### src/rtl/paddle_motion.sv
// Paddle x-position engine: per-frame stepping with hold-to-accelerate,
// reversal handling, pause, and clamp or wrap behaviour at the screen edges.
module paddle_motion #(
  parameter int SCREEN_W     = 640,
  parameter int PADDLE_W     = 64,
  parameter int X_W          = 10,
  parameter int Y_W          = 10,
  parameter int START_X      = 288,
  parameter int BOARD_Y      = 296,
  parameter int MIN_STEP     = 1,
  parameter int MAX_STEP     = 8,
  parameter int ACCEL_FRAMES = 4,
  parameter int WRAP         = 0
) (
  input  logic           clk,
  input  logic           rst,
  input  logic           frame_tick,
  input  logic           left,
  input  logic           right,
  input  logic           pause,
  output logic [X_W-1:0] board_x,
  output logic [Y_W-1:0] board_y,
  output logic [3:0]     speed,
  output logic [1:0]     moving,
  output logic           at_left,
  output logic           at_right,
  output logic           bump
);

  localparam int XMAX = SCREEN_W - PADDLE_W;
  localparam int HW   = $clog2(ACCEL_FRAMES + 2);

  typedef logic [X_W:0] xe_t;
  localparam xe_t          XMAX_E = xe_t'(XMAX);
  localparam xe_t          SPAN_E = xe_t'(XMAX + 1);
  localparam logic [3:0]   MIN4   = 4'(MIN_STEP);
  localparam logic [3:0]   MAX4   = 4'(MAX_STEP);
  localparam logic [HW:0]  ACC_E  = (HW+1)'(ACCEL_FRAMES);

  typedef enum logic [1:0] {IDLE, MOVE_L, MOVE_R} state_t;

  state_t          r_state, w_state_nx, w_tgt;
  logic [X_W-1:0]  r_x, w_x_nx;
  logic [3:0]      r_speed, w_speed_nx, w_step;
  logic [HW-1:0]   r_hold, w_hold_nx;
  logic            r_at_l, r_at_r, r_bump, w_bump_nx, w_clamp, w_entry;
  xe_t             w_xe, w_stepe, w_dn, w_up, w_dn_wrap, w_up_wrap;
  logic [HW:0]     w_hold_p1;

  assign w_tgt     = (left & ~right) ? MOVE_L : ((right & ~left) ? MOVE_R : IDLE);
  assign w_entry   = (w_tgt != r_state);
  // A fresh direction always starts at the minimum step regardless of prior speed.
  assign w_step    = w_entry ? MIN4 : r_speed;
  assign w_xe      = {1'b0, r_x};
  assign w_stepe   = xe_t'(w_step);
  assign w_dn      = w_xe - w_stepe;
  assign w_up      = w_xe + w_stepe;
  assign w_dn_wrap = w_xe + SPAN_E - w_stepe;
  assign w_up_wrap = w_up - SPAN_E;
  assign w_hold_p1 = {1'b0, r_hold} + (HW+1)'(1);

  always_comb begin
    w_state_nx = r_state;
    w_x_nx     = r_x;
    w_speed_nx = r_speed;
    w_hold_nx  = r_hold;
    w_bump_nx  = 1'b0;
    w_clamp    = 1'b0;
    if (frame_tick && !pause) begin
      if (w_tgt == IDLE) begin
        w_state_nx = IDLE;
        w_speed_nx = MIN4;
        w_hold_nx  = '0;
      end else begin
        w_state_nx = w_tgt;
        if (w_entry) begin
          w_speed_nx = MIN4;
          w_hold_nx  = HW'(1);
        end else if (w_hold_p1 >= ACC_E) begin
          // >= lets ACCEL_FRAMES == 1 accelerate right after the entry frame
          w_speed_nx = (r_speed >= MAX4) ? MAX4 : r_speed + 4'd1;
          w_hold_nx  = '0;
        end else begin
          w_hold_nx  = w_hold_p1[HW-1:0];
        end
        if (w_tgt == MOVE_L) begin
          if (w_xe < w_stepe) begin
            if (WRAP != 0) w_x_nx = w_dn_wrap[X_W-1:0];
            else begin
              w_x_nx  = '0;
              w_clamp = 1'b1;
            end
          end else w_x_nx = w_dn[X_W-1:0];
        end else begin
          if (w_up > XMAX_E) begin
            if (WRAP != 0) w_x_nx = w_up_wrap[X_W-1:0];
            else begin
              w_x_nx  = XMAX_E[X_W-1:0];
              w_clamp = 1'b1;
            end
          end else w_x_nx = w_up[X_W-1:0];
        end
        if (w_clamp) begin
          w_bump_nx  = 1'b1;
          w_speed_nx = MIN4;
          w_hold_nx  = '0;
        end
      end
    end
  end

  always_ff @(posedge clk) begin
    if (rst) begin
      r_state <= IDLE;
      r_x     <= X_W'(START_X);
      r_speed <= MIN4;
      r_hold  <= '0;
      r_bump  <= 1'b0;
      r_at_l  <= (START_X == 0);
      r_at_r  <= (START_X == XMAX);
    end else begin
      r_state <= w_state_nx;
      r_x     <= w_x_nx;
      r_speed <= w_speed_nx;
      r_hold  <= w_hold_nx;
      r_bump  <= w_bump_nx;
      r_at_l  <= (w_x_nx == '0);
      r_at_r  <= ({1'b0, w_x_nx} == XMAX_E);
    end
  end

  assign board_x  = r_x;
  assign board_y  = Y_W'(BOARD_Y);
  assign speed    = r_speed;
  assign moving   = {r_state == MOVE_L, r_state == MOVE_R};
  assign at_left  = r_at_l;
  assign at_right = r_at_r;
  assign bump     = r_bump;

endmodule

### config.mk
export PLATFORM = sky130hd
export DESIGN_NAME = paddle_motion
export DESIGN_NICKNAME = d
export VERILOG_FILES = /design/src/rtl/paddle_motion.sv
export SDC_FILE = /design/constraint.sdc
export NUM_CORES = 1
export LEC_CHECK = 0
export BUFFER_PORTS_ARGS = -buffer_cell sky130_fd_sc_hd__buf_2
export CORE_MARGIN = 5
export CORE_UTILIZATION = 45
export CTS_BUF_LIST = sky130_fd_sc_hd__clkbuf_8
export CTS_CLUSTER_SIZE = 28
export DETAILED_ROUTE_END_ITERATION = 8
export HOLD_SLACK_MARGIN = 0.1
export MAX_ROUTING_LAYER = met4
export PLACE_DENSITY_LB_ADDON = 0.2
export REMOVE_ABC_BUFFERS = 1
export SLEW_MARGIN = 15
export SYNTH_ARGS = -nofsm -noshare
export SYNTH_HDL_FRONTEND = slang
export SYNTH_SLANG_ARGS = --single-unit
### constraint.sdc
create_clock -name clk -period 4.5 [get_ports clk]
set_input_delay 0.225 -clock clk [delete_from_list [all_inputs] [get_ports clk]]
set_output_delay 0.225 -clock clk [all_outputs]
set_load 0.02 [all_outputs]
==> results.rst, run 1 <==
.. list-table::
   :header-rows: 1

   * - Metric
     - Value
   * - Leak Pwr
     - 0.914 nW
   * - Final instance area
     - approximately 0.0022 mm^2
   * - Die boundary height
     - 77.7 um
   * - CTS tree
     - done
   * - Depth of the worst register-to-register path
     - 12
   * - Post-synthesis xor/xnor area fraction
     - 2.91%
   * - Total standard cell area after synthesis
     - 0.00206 mm^2
   * - Maximum clock skew at final layout
     - 1.50 ps
   * - Number of buffers between clock root and the deepest sink
     - 2
   * - Worst slack after detailed placement
     - 582 ps
   * - Number of buffers inserted for hold repair after clock tree synthesis
     - 0
   * - VDD IR-drop max
     - 0.000137 V
   * - Number of filler cells placed in the layout
     - 438
   * - Crit end category
     - register
   * - Data arrival time at the worst-slack endpoint
     - 3880 ps
   * - Critical-path top delay cell
     - ha_1
   * - Final Instance Count excl. Fillers
     - 331
   * - Startpoint of the most critical register-to-register path
     - r_state[0]
   * - Sum of met3 wire segment lengths after detailed routing
     - ~280 um
   * - Pwr/cell area
     - 197 mW/mm^2
   * - Setup WS post-layout
     - 778 ps
   * - Post-route met1 wirelength
     - 2260 um
   * - Overall overflow remaining after global route
     - 0
   * - Dominant combinational cell family by area after synthesis
     - simple AND/OR/NAND/NOR gates
   * - Clk sink count
     - 22
   * - Number of pins exceeding their max-slew limit in the final report
     - 0
   * - Number of primary I/O pins
     - 35
   * - FP Rows
     - 24
   * - DRC marker count from the first detailed-route iteration
     - 126
   * - Instance count along the most critical hold path
     - 4
   * - Most used flip-flop cell after synthesis
     - dfxtp_1
   * - Antenna diode count
     - 0
   * - DP Area
     - 0.00215 mm^2
   * - Post-Syn Instances
     - approximately 260
   * - Worst setup path class
     - reg -> reg
   * - Class of the tightest hold or removal check
     - in -> reg
   * - Via/cell ratio
     - 5.73
   * - Levels on crit path
     - 12
   * - Post-synthesis mux area share
     - 2.18%
   * - Largest incremental delay on the critical path
     - approximately 460 ps
   * - Max capacitance violation total
     - 0
   * - Routed wl met2
     - roughly 2500 um
   * - Share of flip-flops with an asynchronous set or reset
     - 0%
   * - Area Overhead vs Synth
     - 6.74%
   * - Synth Area in Compound Gates
     - 25.2%
   * - Count of vias placed by the detailed router
     - 1898
   * - Placed wire-length estimate
     - 4060 um
   * - Port-buffer cells
     - 24
   * - Initial antenna violation count
     - 0
   * - Crit path cell chain
     - xor2_1 > nor2_1 > nand2_1 > ha_1 > nor2b_1 > a21o_1 > mux2_4 > o41ai_2 > a21oi_2 > o21ai_4 > o311ai_1 > a221o_1
   * - Setup slack, reg-to-reg
     - about 780 ps
   * - Placed Cells incl. Taps
     - ~330
   * - CTS clock-pin slew for the worst setup and hold paths
     - 80 ps
   * - Number of nets in the layout
     - 301
   * - Number of distinct library cells after synthesis
     - 62
   * - Number of H-tree levels
     - 1
   * - Final cycle utilization of the critical path
     - 82.7%
   * - Endpoint of the worst hold-timing path
     - r_state[1]
   * - First-pass DRT Iterations
     - 4
   * - Latest clock arrival within the worst-skew pair
     - 260 ps
   * - Cell at the root of the clock tree
     - clkbuf_8
   * - # setup viols final
     - 0
   * - Post-cts resize count
     - 0
   * - Highest Clock Rate
     - 269 MHz
   * - EDFF count, synth
     - 0
   * - Count of buffer and inverter cells on the critical path
     - 0
   * - Top routing layer used
     - met4
   * - Kind of start point of the critical path
     - register
   * - Average footprint of a synthesized cell
     - around 7.8 um^2
   * - Die footprint
     - 0.00604 mm^2
   * - Gp weighted congestion
     - 0.883
   * - Yosys warning count
     - 0
   * - HP Start
     - pause
   * - Starting Density
     - 46.7%
   * - Post-synthesis sequential area ratio
     - 21.4%
   * - Core outline area
     - ~0.0044 mm^2
   * - Combined global-route utilization of all metal layers
     - 17.8%
   * - Count of antenna-violating nets left after detailed routing
     - 0
   * - Via count of the first global-routing pass
     - between 1500 and 2000
   * - Data required time of the critical path
     - 4660 ps
   * - Simple-gate share of the synthesized area
     - 28.0%
   * - Unrepaired setup endpoints after global routing
     - no
   * - Detailed-route DRC error count
     - 0
   * - Horizontal extent of the die
     - 77.7 um
   * - Critical path peak fanout
     - 10
   * - Final hold violation count
     - 0
   * - Inserted Clock Buffers
     - 3
   * - Measured slew at the worst slew-check pin
     - approximately 600 ps
   * - Share of final-layout standard cells stronger than drive strength 1
     - between 10% and 20%
   * - Most frequent standard cell in the layout excluding fill and tap cells
     - nor2_1
   * - Relative slew slack
     - 59.8%
   * - Overall Power
     - 434 uW
   * - Final critical-path required period
     - 3720 ps
   * - Routed Wire Length
     - between 5000 and 6000 um
   * - Synthesis-stage register bit count
     - 22
   * - Share of synthesized cell area in full adder, half adder and majority cells
     - 9.83%
   * - Maximum number of pins on one net before global-route repair
     - 24
   * - Family with the most delay on the worst path
     - compound AO/OA/AOI/OAI gates
   * - Final total negative setup slack
     - 0 ps
   * - Average wire length per cell after detail routing
     - 15.5 um
   * - Most frequent cells in the layout
     - 28 x nor2_1, 24 x buf_2, 23 x nand2_1
   * - Result of the run
     - finished, final reports clean
   * - Worst reg2reg endpoint
     - speed[0]
   * - Post-CTS Repair Setup Buffers
     - 0
   * - Global-route wire length before repair
     - approximately 9000 um
worst max-delay path by stage:
stage,from,endpoint
after floorplan,right,speed[0]
after detailed placement,left,speed[0]
final,r_state[0],speed[0]
after CTS,r_state[0],speed[0]
after global placement,left,speed[0]
after global routing,r_state[0],speed[0]
worst register-to-register path: stages (launching register included):
cell and delay (ps):
dfxtp_1 350, xor2_1 180, nor2_1 310, nand2_1 170
ha_1 460, nor2b_1 360, a21o_1 210, mux2_4 320
o41ai_2 390, a21oi_2 160, o21ai_4 260, o311ai_1 140
a221o_1 310
Yosys cell counts (3+ instances only):
master | instances | area share (%)
ha_1 | 13 | 7.9
xor2_1 | 3 | 1.3
a211oi_2 | 3 | 1.8
buf_6 | 3 | 1.6
a211oi_1 | 5 | 1.8
nand2b_1 | 6 | 1.8
nand2_1 | 23 | 4.2
or3_1 | 4 | 1.2
buf_4 | 10 | 3.6
nor3_1 | 6 | 1.5
dfxtp_1 | 22 | 21
nor2_1 | 28 | 5.1
nand3_1 | 6 | 1.5
clkbuf_1 | 5 | 0.91
mux2i_1 | 3 | 1.5
o21ai_0 | 8 | 1.9
inv_1 | 17 | 3.1
o211a_1 | 3 | 1.5
a21oi_1 | 16 | 3.9
o31ai_1 | 5 | 1.8
and3_1 | 4 | 1.2
nor4_1 | 4 | 1.2
nor2b_1 | 11 | 3.3
buf_2 | 3 | 0.73
layout make-up:
class                           count  area [um^2]  area share [%]
Multi-Input combinational cell    210         1440            65.5
Clock buffer                        4         55.1            2.50
Timing Repair Buffer               26          135            6.14
Inverter                           17         63.8            2.90
Tap cell                           52         65.1            2.96
Sequential cell                    22          440            20.0
routing by layer:
layer  track usage (%)  up-vias
met2              29.1       54
li1                  -      939
met4              3.09        0
met3              3.13        9
met5                 -        -
met1              23.2      896
cell families (layout without fill, tap and decap cells):
logic type,count (synthesis),count (layout)
AOI/OAI and AO/OA,66,66
xor gates and xnor gates,6,6
adders and majority gates,15,15
buffers and inverters,39,47
DFF,22,22
muxes,4,4
other,2,10
and+or+nand+nor,109,109
state kept, by name (all words and copies together), names as in the netlist:
register	cells
r_state	2
board_x	10
r_hold	3
at_left	1
speed	4
at_right	1
bump	1
power breakdown:
group          internal (mW)  leakage, nW  switching [mW]
sequential             0.198        0.178         0.00443
clock                 0.0780       0.0288          0.0655
combinational         0.0292        0.707          0.0596
total                  0.305        0.914           0.130
metrics by stage:
stage	hold slack (ps)	util, %
4_1_cts	360	49.9
3_5_place_dp	472	48.6
6_report	364	49.9
3_3_place_gp	462	48.6
2_1_floorplan	294	-
5_1_grt	400	49.9
No activity file was read; power rests on OpenSTA's default activity.
==> run 2: changes to the inputs <==
==> constraint.sdc (replaced) <==
create_clock -name clk -period 3.1 [get_ports clk]
set_input_delay 0.155 -clock clk [delete_from_list [all_inputs] [get_ports clk]]
set_output_delay 0.155 -clock clk [all_outputs]
set_load 0.02 [all_outputs]
==> results.rst, run 2 (same netlist as run 1, synthesis figures left out) <==
.. list-table::
   :header-rows: 1

   * - Metric
     - Value
   * - Top routing layer used
     - met4 (unchanged)
   * - Final hold violation count
     - 0 (unchanged)
   * - Critical path peak fanout
     - 5 (was 10)
   * - Family with the most delay on the worst path
     - compound AO/OA/AOI/OAI gates (unchanged)
   * - Antenna diode count
     - 0 (unchanged)
   * - Number of buffers between clock root and the deepest sink
     - 2 (unchanged)
   * - Global-route wire length before repair
     - 9870 um (was 8830 um)
   * - Overall overflow remaining after global route
     - 0 (unchanged)
   * - Final critical-path required period
     - 3300 ps (was 3720 ps)
   * - Number of filler cells placed in the layout
     - 387 (was 438)
   * - Failing checks
     - negative setup slack
   * - Highest Clock Rate
     - 303 MHz (was 269 MHz)
   * - Gp weighted congestion
     - 0.937 (was 0.883)
   * - Worst setup path class
     - reg -> reg (unchanged)
   * - First-pass DRT Iterations
     - 4 (unchanged)
   * - Worst slack after detailed placement
     - -561 ps (was 582 ps)
   * - # setup viols final
     - 9 (was 0)
   * - CTS tree
     - done (unchanged)
   * - Core outline area
     - 0.00441 mm^2 (unchanged)
   * - Largest register FFs
     - 10 (unchanged)
   * - Detailed-route DRC error count
     - 0 (unchanged)
   * - Relative slew slack
     - 56.7% (was 59.8%)
   * - FP Rows
     - 24 (unchanged)
   * - Via count of the first global-routing pass
     - 2054 (was 1857)
   * - Initial antenna violation count
     - 0 (unchanged)
   * - Data arrival time at the worst-slack endpoint
     - 3480 ps (was 3880 ps)
   * - Die footprint
     - 0.00604 mm^2 (unchanged)
   * - Number of buffers inserted for hold repair after clock tree synthesis
     - 0 (unchanged)
   * - Combined global-route utilization of all metal layers
     - 20.1% (was 17.8%)
   * - Port-buffer cells
     - 24 (unchanged)
   * - Final Instance Count excl. Fillers
     - 387 (was 331)
   * - Unrepaired setup endpoints after global routing
     - yes (was no)
   * - Kind of start point of the critical path
     - register (unchanged)
   * - Setup WS post-layout
     - -197 ps (was 778 ps)
   * - DRC marker count from the first detailed-route iteration
     - 105 (was 126)
   * - Leak Pwr
     - 1.22 nW (was 0.914 nW)
   * - Max capacitance violation total
     - 0 (unchanged)
   * - Count of vias placed by the detailed router
     - 2148 (was 1898)
   * - VDD IR-drop max
     - 0.000217 V (was 0.000137 V)
   * - Via/cell ratio
     - 5.55 (was 5.73)
   * - Setup slack, reg-to-reg
     - -200 ps (was 780 ps)
   * - Count of antenna-violating nets left after detailed routing
     - 0 (unchanged)
   * - Number of primary I/O pins
     - 35 (unchanged)
   * - Placed Cells incl. Taps
     - 374 (was 327)
   * - Clk sink count
     - 22 (unchanged)
   * - Critical-path top delay cell
     - a2111oi_4 (was ha_1)
   * - Destination of the critical timing path
     - at_right (was speed[0])
   * - Final cycle utilization of the critical path
     - 106% (was 82.7%)
   * - Overall Power
     - 692 uW (was 434 uW)
   * - Die boundary height
     - 77.7 um (unchanged)
   * - Measured slew at the worst slew-check pin
     - 645 ps (was 598 ps)
   * - Count of buffer and inverter cells on the critical path
     - 1 (was 0)
   * - Routed Wire Length
     - 6090 um (was 5130 um)
   * - Average wire length per cell after detail routing
     - 15.7 um (was 15.5 um)
   * - Latest clock arrival within the worst-skew pair
     - 270 ps (was 260 ps)
   * - Data required time of the critical path
     - 3290 ps (was 4660 ps)
   * - Core utilization of the finished layout
     - 65.1% (was 49.9%)
   * - Largest incremental delay on the critical path
     - 390 ps (was 460 ps)
   * - Sum of met3 wire segment lengths after detailed routing
     - 359 um (was 279 um)
   * - Result of the run
     - finished, violations left (was finished, final reports clean)
   * - Crit path cell chain
     - xor2_4 > nor2_4 > nand2_2 > ha_4 > inv_2 > fa_2 > or2_4 > a2111oi_4 > xor2_2 > o41ai_4 > a21oi_4 > o21ai_4 > a31o_4 > nor4b_4 (was xor2_1 > nor2_1 > nand2_1 > ha_1 > nor2b_1 > a21o_1 > mux2_4 > o41ai_2 > a21oi_2 > o21ai_4 > o311ai_1 > a221o_1)
   * - Startpoint of the most critical register-to-register path
     - r_state[0] (unchanged)
   * - Post-route met1 wirelength
     - 2680 um (was 2260 um)
   * - Depth of the worst register-to-register path
     - 14 (was 12)
   * - Horizontal extent of the die
     - 77.7 um (unchanged)
   * - Timing startpoint of the critical path
     - r_state[0] (unchanged)
   * - Inserted Clock Buffers
     - 3 (unchanged)
   * - Levels on crit path
     - 14 (was 12)
   * - Class of the tightest hold or removal check
     - in -> reg (unchanged)
   * - Routed wl met2
     - 2900 um (was 2540 um)
   * - Area Overhead vs Synth
     - 39.4% (was 6.74%)
   * - Maximum number of pins on one net before global-route repair
     - 24 (unchanged)
   * - Worst reg2reg endpoint
     - at_right (was speed[0])
   * - Maximum clock skew at final layout
     - 6.52 ps (was 1.50 ps)
   * - Share of final-layout standard cells stronger than drive strength 1
     - 41.8% (was 17.6%)
   * - Placed wire-length estimate
     - 4520 um (was 4060 um)
   * - CTS clock-pin slew for the worst setup and hold paths
     - 90 ps (was 80 ps)
   * - Number of pins exceeding their max-slew limit in the final report
     - 0 (unchanged)
   * - Number of H-tree levels
     - 1 (unchanged)
   * - Most frequent standard cell in the layout excluding fill and tap cells
     - buf_4 (was nor2_1)
   * - Pwr/cell area
     - 241 mW/mm^2 (was 197 mW/mm^2)
   * - Number of nets in the layout
     - 357 (was 301)
   * - Cell at the root of the clock tree
     - clkbuf_8 (unchanged)
   * - Crit end category
     - register (unchanged)
   * - Most frequent cells in the layout
     - 56 x buf_4, 25 x nor2_1, 24 x buf_2 (was 28 x nor2_1, 24 x buf_2, 23 x nand2_1)
   * - Starting Density
     - 46.7% (unchanged)
-- run 2: per-stage QoR --
stage | TNS [ps] | instance area [um^2] | hold slack (ps)
floorplan | -3780 | 1950 | 224
global placement | -5740 | 2500 | 460
detailed placement | -5940 | 2500 | 480
CTS | -769 | 2720 | 306
global route | -2930 | 2880 | 369
finish | -1290 | 2880 | 342
-- run 2: area by class of cell --
| class | instances | area (um^2) | share of cell area (%) |
|---|---|---|---|
| multi-input cells | 210 | 1680 | 58.5 |
| repair buffers | 82 | 563 | 19.6 |
| flip-flops and latches | 22 | 445 | 15.5 |
| well taps | 52 | 65.1 | 2.26 |
| inverters | 17 | 63.8 | 2.22 |
| clock buffers | 4 | 55.1 | 1.91 |
-- run 2: how the worst min path moves through the flow --
stage                       endpoint        from  slack (ps)  depth (start not counted)
after floorplan           board_x[2]         rst         220                          1
final                     r_state[0]  frame_tick         340                          4
after CTS                 board_x[6]         rst         310                          2
after detailed placement   r_hold[1]   r_hold[1]         480                          2
after global placement     r_hold[1]   r_hold[1]         460                          2
after global routing      board_x[6]         rst         370                          2
-- run 2: tightest hold or removal path, stage by stage --
cell and delay, ps:
buf_2 80, nand2b_1 160, nand2_1 120, a21oi_1 60
-- run 2: power by group --
| group | internal, mW | switching [mW] | total [mW] |
|---|---|---|---|
| sequential | 0.286 | 0.00709 | 0.293 |
| combinational | 0.0808 | 0.106 | 0.187 |
| clock | 0.113 | 0.0980 | 0.211 |
-- run 2: layer usage --
metal / track usage, % / vias up
li1: - / 1051
met1: 25.8 / 1012
met2: 32.7 / 71
met3: 3.47 / 14
met4: 4.81 / 0
met5: - / -
-- run 2: what timing repair did --
item	CTS	global route
setup buffers	5	5
resized for setup	29	25
setup endpoints to repair	14	16
pin swaps	12	14
==> run 3: changes to the inputs <==
--- a/config.mk
+++ b/config.mk
@@ -5,12 +5,14 @@
 export SDC_FILE = /design/constraint.sdc
 export NUM_CORES = 1
 export LEC_CHECK = 0
+export ABC_AREA = 1
 export BUFFER_PORTS_ARGS = -buffer_cell sky130_fd_sc_hd__buf_2
 export CORE_MARGIN = 5
 export CORE_UTILIZATION = 45
 export CTS_BUF_LIST = sky130_fd_sc_hd__clkbuf_8
 export CTS_CLUSTER_SIZE = 28
 export DETAILED_ROUTE_END_ITERATION = 8
+export GPL_TIMING_DRIVEN = 1
 export HOLD_SLACK_MARGIN = 0.1
 export MAX_ROUTING_LAYER = met4
 export PLACE_DENSITY_LB_ADDON = 0.2
==> results.rst, run 3 <==
.. list-table::
   :header-rows: 1

   * - Metric
     - Value
   * - Result of the run
     - finished, final reports clean (was finished, violations left)
   * - EDFF count, synth
     - 0 (unchanged)
   * - Pwr/cell area
     - 371 mW/mm^2 (was 241 mW/mm^2)
   * - Startpoint of the most critical register-to-register path
     - r_state[1] (was r_state[0])
   * - Post-synthesis xor/xnor area fraction
     - 2.05% (was 2.91%)
   * - Crit end category
     - register (unchanged)
   * - Number of distinct library cells after synthesis
     - 35 (was 62)
   * - Number of buffers between clock root and the deepest sink
     - 2 (unchanged)
   * - Largest incremental delay on the critical path
     - 540 ps (was 390 ps)
   * - Post-synth top area share
     - 20.6% (was 21.4%)
   * - CTS clock-pin slew for the worst setup and hold paths
     - 90 ps (about the same)
   * - Clk sink count
     - 22 (unchanged)
   * - Number of primary I/O pins
     - 35 (unchanged)
   * - Data arrival time at the worst-slack endpoint
     - 2960 ps (was 3480 ps)
   * - Simple-gate share of the synthesized area
     - 43.7% (was 28.0%)
   * - Maximum number of pins on one net before global-route repair
     - 14 (was 24)
   * - Worst setup path class
     - reg -> reg (unchanged)
   * - Placed wire-length estimate
     - 4350 um (was 4520 um)
   * - # setup viols final
     - 0 (was 9)
   * - Share of synthesized cell area in full adder, half adder and majority cells
     - 9.47% (was 9.83%)
   * - Cell at the root of the clock tree
     - clkbuf_8 (unchanged)
   * - Global-route wire length before repair
     - 9060 um (was 9870 um)
   * - Horizontal extent of the die
     - 79.0 um (was 77.7 um)
   * - Routed Wire Length
     - 5380 um (was 6090 um)
   * - Post-synthesis sequential area ratio
     - 20.6% (was 21.4%)
   * - Average footprint of a synthesized cell
     - 6.19 um^2 (was 7.84 um^2)
   * - Destination of the critical timing path
     - speed[0] (was at_right)
   * - Number of pins exceeding their max-slew limit in the final report
     - 0 (unchanged)
   * - Initial antenna violation count
     - 0 (unchanged)
   * - Overall overflow remaining after global route
     - 0 (unchanged)
   * - Die boundary height
     - 79.0 um (was 77.7 um)
   * - Post-Syn Instances
     - 346 (was 263)
   * - Class of the tightest hold or removal check
     - in -> reg (unchanged)
   * - Via/cell ratio
     - 5.05 (was 5.55)
   * - Count of vias placed by the detailed router
     - 2133 (was 2148)
   * - Combined global-route utilization of all metal layers
     - 18.4% (was 20.1%)
   * - Most used standard cell by instance count after synthesis
     - nand2_1 (was nor2_1)
   * - Antenna diode count
     - 0 (unchanged)
   * - Most frequent cells in the layout
     - 95 x nand2_1, 42 x inv_1, 35 x nor2_1 (was 56 x buf_4, 25 x nor2_1, 24 x buf_2)
   * - Final hold violation count
     - 0 (unchanged)
   * - Final critical-path required period
     - 2810 ps (was 3300 ps)
   * - Top cell types by occurrence after synthesis
     - 97 x nand2_1, 42 x inv_1, 35 x nor2_1 (was 28 x nor2_1, 23 x nand2_1, 22 x dfxtp_1)
   * - DRC marker count from the first detailed-route iteration
     - 137 (was 105)
   * - Depth of the worst register-to-register path
     - 22 (was 14)
   * - Count of buffer and inverter cells on the critical path
     - 3 (was 1)
   * - CP dominant cell by count
     - nand2_1
   * - Core outline area
     - 0.00466 mm^2 (was 0.00441 mm^2)
   * - Largest area contributor in the netlist
     - dfxtp_1 (unchanged)
   * - Number of H-tree levels
     - 1 (unchanged)
   * - Critical path peak fanout
     - 9 (was 5)
   * - Max capacitance violation total
     - 0 (unchanged)
   * - Via count of the first global-routing pass
     - 2002 (was 2054)
   * - Detailed-route DRC error count
     - 0 (unchanged)
   * - Crit path cell chain
     - xnor2_1 > nand2_2 > inv_1 > nand2_1 > ha_2 > inv_1 > fa_2 > nand2_1 > nor2_1 > nand3_1 > nor2_1 > nand2_1 > nand2_1 > nand2_2 > nand2_4 > nand2_4 > nand2_4 > nand3_4 > nand2_4 > inv_2 > nand2_1 > nand3_1 (was xor2_4 > nor2_4 > nand2_2 > ha_4 > inv_2 > fa_2 > or2_4 > a2111oi_4 > xor2_2 > o41ai_4 > a21oi_4 > o21ai_4 > a31o_4 > nor4b_4)
   * - Synthesis-stage register bit count
     - 22 (unchanged)
   * - Number of nets in the layout
     - 390 (was 357)
   * - Final Instance Count excl. Fillers
     - 422 (was 387)
   * - Most used flip-flop cell after synthesis
     - dfxtp_1 (unchanged)
   * - Maximum clock skew at final layout
     - 6.47 ps (was 6.52 ps)
   * - Worst slack after detailed placement
     - -22.9 ps (was -561 ps)
   * - Final cycle utilization of the critical path
     - 90.6% (was 106%)
   * - Average wire length per cell after detail routing
     - 12.7 um (was 15.7 um)
   * - Yosys warning count
     - 0 (unchanged)
   * - Family with the most delay on the worst path
     - simple AND/OR/NAND/NOR gates (was compound AO/OA/AOI/OAI gates)
   * - CTS tree
     - done (unchanged)
   * - Largest register FFs
     - 10 (unchanged)
   * - Die footprint
     - 0.00624 mm^2 (was 0.00604 mm^2)
   * - Levels on crit path
     - 22 (was 14)
   * - Unrepaired setup endpoints after global routing
     - no (was yes)
   * - Synth area leaders
     - dfxtp_1 21%, nand2_1 17%, ha_1 7.6% (was dfxtp_1 21%, ha_1 7.9%, nor2_1 5.1%)
   * - Share of final-layout standard cells stronger than drive strength 1
     - 20.4% (was 41.8%)
   * - FP Rows
     - 25 (was 24)
   * - Gp weighted congestion
     - 0.972 (was 0.937)
   * - Number of buffers inserted for hold repair after clock tree synthesis
     - 0 (unchanged)
   * - Data required time of the critical path
     - 3250 ps (was 3290 ps)
   * - Kind of start point of the critical path
     - register (unchanged)
   * - Timing startpoint of the critical path
     - r_state[1] (was r_state[0])
   * - VDD IR-drop max
     - 0.000286 V (was 0.000217 V)
   * - Area Overhead vs Synth
     - 10.1% (was 39.4%)
   * - Setup WS post-layout
     - 292 ps (was -197 ps)
   * - Dominant combinational cell family by area after synthesis
     - simple AND/OR/NAND/NOR gates (unchanged)
   * - Synth Area in Compound Gates
     - 9.29% (was 25.2%)
   * - Inserted Clock Buffers
     - 3 (unchanged)
   * - Critical-path top delay cell
     - fa_2 (was a2111oi_4)
   * - Highest Clock Rate
     - 356 MHz (was 303 MHz)
   * - Placed Cells incl. Taps
     - 418 (was 374)
   * - Count of antenna-violating nets left after detailed routing
     - 0 (unchanged)
   * - Setup slack, reg-to-reg
     - 290 ps (was -200 ps)
   * - Most frequent standard cell in the layout excluding fill and tap cells
     - nand2_1 (was buf_4)
   * - Worst reg2reg endpoint
     - speed[0] (was at_right)
   * - Leak Pwr
     - 1.25 nW (was 1.22 nW)
   * - Port-buffer cells
     - 24 (unchanged)
   * - Total standard cell area after synthesis
     - 0.00214 mm^2 (was 0.00206 mm^2)
   * - Starting Density
     - 45.9% (was 46.7%)
   * - Post-synthesis mux area share
     - 0% (was 2.18%)
   * - First-pass DRT Iterations
     - 4 (unchanged)
   * - Latest clock arrival within the worst-skew pair
     - 270 ps (about the same)
   * - Share of flip-flops with an asynchronous set or reset
     - 0% (unchanged)
## run 3: changes by cell type after synthesis, sizes merged, moves of 8 or more
cell / previous run / this run
a211oi: 8 / 0
inv: 17 / 50
nand2: 23 / 107
nand3: 6 / 35
nor2: 28 / 44
nor2b: 11 / 0
## run 3: report_power, final
group | internal, mW | total, mW | switching (mW)
Sequential | 0.297 | 0.318 | 0.0214
Combinational | 0.0943 | 0.286 | 0.192
Clock | 0.173 | 0.271 | 0.0983
Total | 0.564 | 0.875 | 0.312
## run 3: logic make-up after synthesis
group	after synthesis
buffers and inverters	68
AOI/OAI and AO/OA	34
and+or+nand+nor	200
other	2
DFF	22
xor gates and xnor gates	5
adders and majority gates	15
## run 3: repair_timing
action / CTS / global route
endpoints found under the hold margin: 0 / 0
setup endpoints to repair: 0 / 10
resized for setup: 0 / 7
buffers inserted: 0 / 0
## run 3: layout make-up
| class | instances | area, um^2 |
|---|---|---|
| clock inverters | 1 | 30.0 |
| flip-flops and latches | 22 | 442 |
| clock buffers | 3 | 41.3 |
| well taps | 54 | 67.6 |
| inverters | 51 | 194 |
| fillers | 501 | 2300 |
| repair buffers | 27 | 143 |
| multi-input cells | 264 | 1440 |
## run 3: worst min-delay path by stage
| stage | to | depth (start not counted) | from | slack, ps |
|---|---|---|---|---|
| after floorplan | board_x[0] | 1 | rst | 220 |
| after global placement | r_hold[2] | 3 | pause | 420 |
| after detailed placement | r_hold[2] | 3 | pause | 430 |
| after CTS | r_hold[2] | 3 | pause | 150 |
| after global routing | r_hold[2] | 3 | pause | 160 |
| final | r_hold[2] | 3 | pause | 150 |
## run 3: stage by stage
| step | setup TNS, ps | total power, mW | hold slack (ps) | utilization (%) | instance area, um^2 |
|---|---|---|---|---|---|
| after detailed placement | -53.7 | 0.603 | 427 | 48.5 | 2260 |
| after global placement | 0 | 0.603 | 417 | 48.5 | 2260 |
| after global routing | 0 | 0.932 | 158 | 50.6 | 2360 |
| after CTS | 0 | 0.878 | 146 | 50.1 | 2330 |
| after floorplan | 0 | 0.530 | 224 | - | 2050 |
| final | 0 | 0.875 | 150 | 50.6 | 2360 |
## run 3: routing by layer
layer / part of all wire, % / global-route usage (%)
met5: 0 / -
met4: 1.9 / 5.84
met3: 4.1 / 1.13
met2: 48 / 31.4
met1: 46 / 23.2
## run 3: worst min-delay path: stages
cell	delay, ps
buf_2	100
nor2_4	50
nor2_1	70
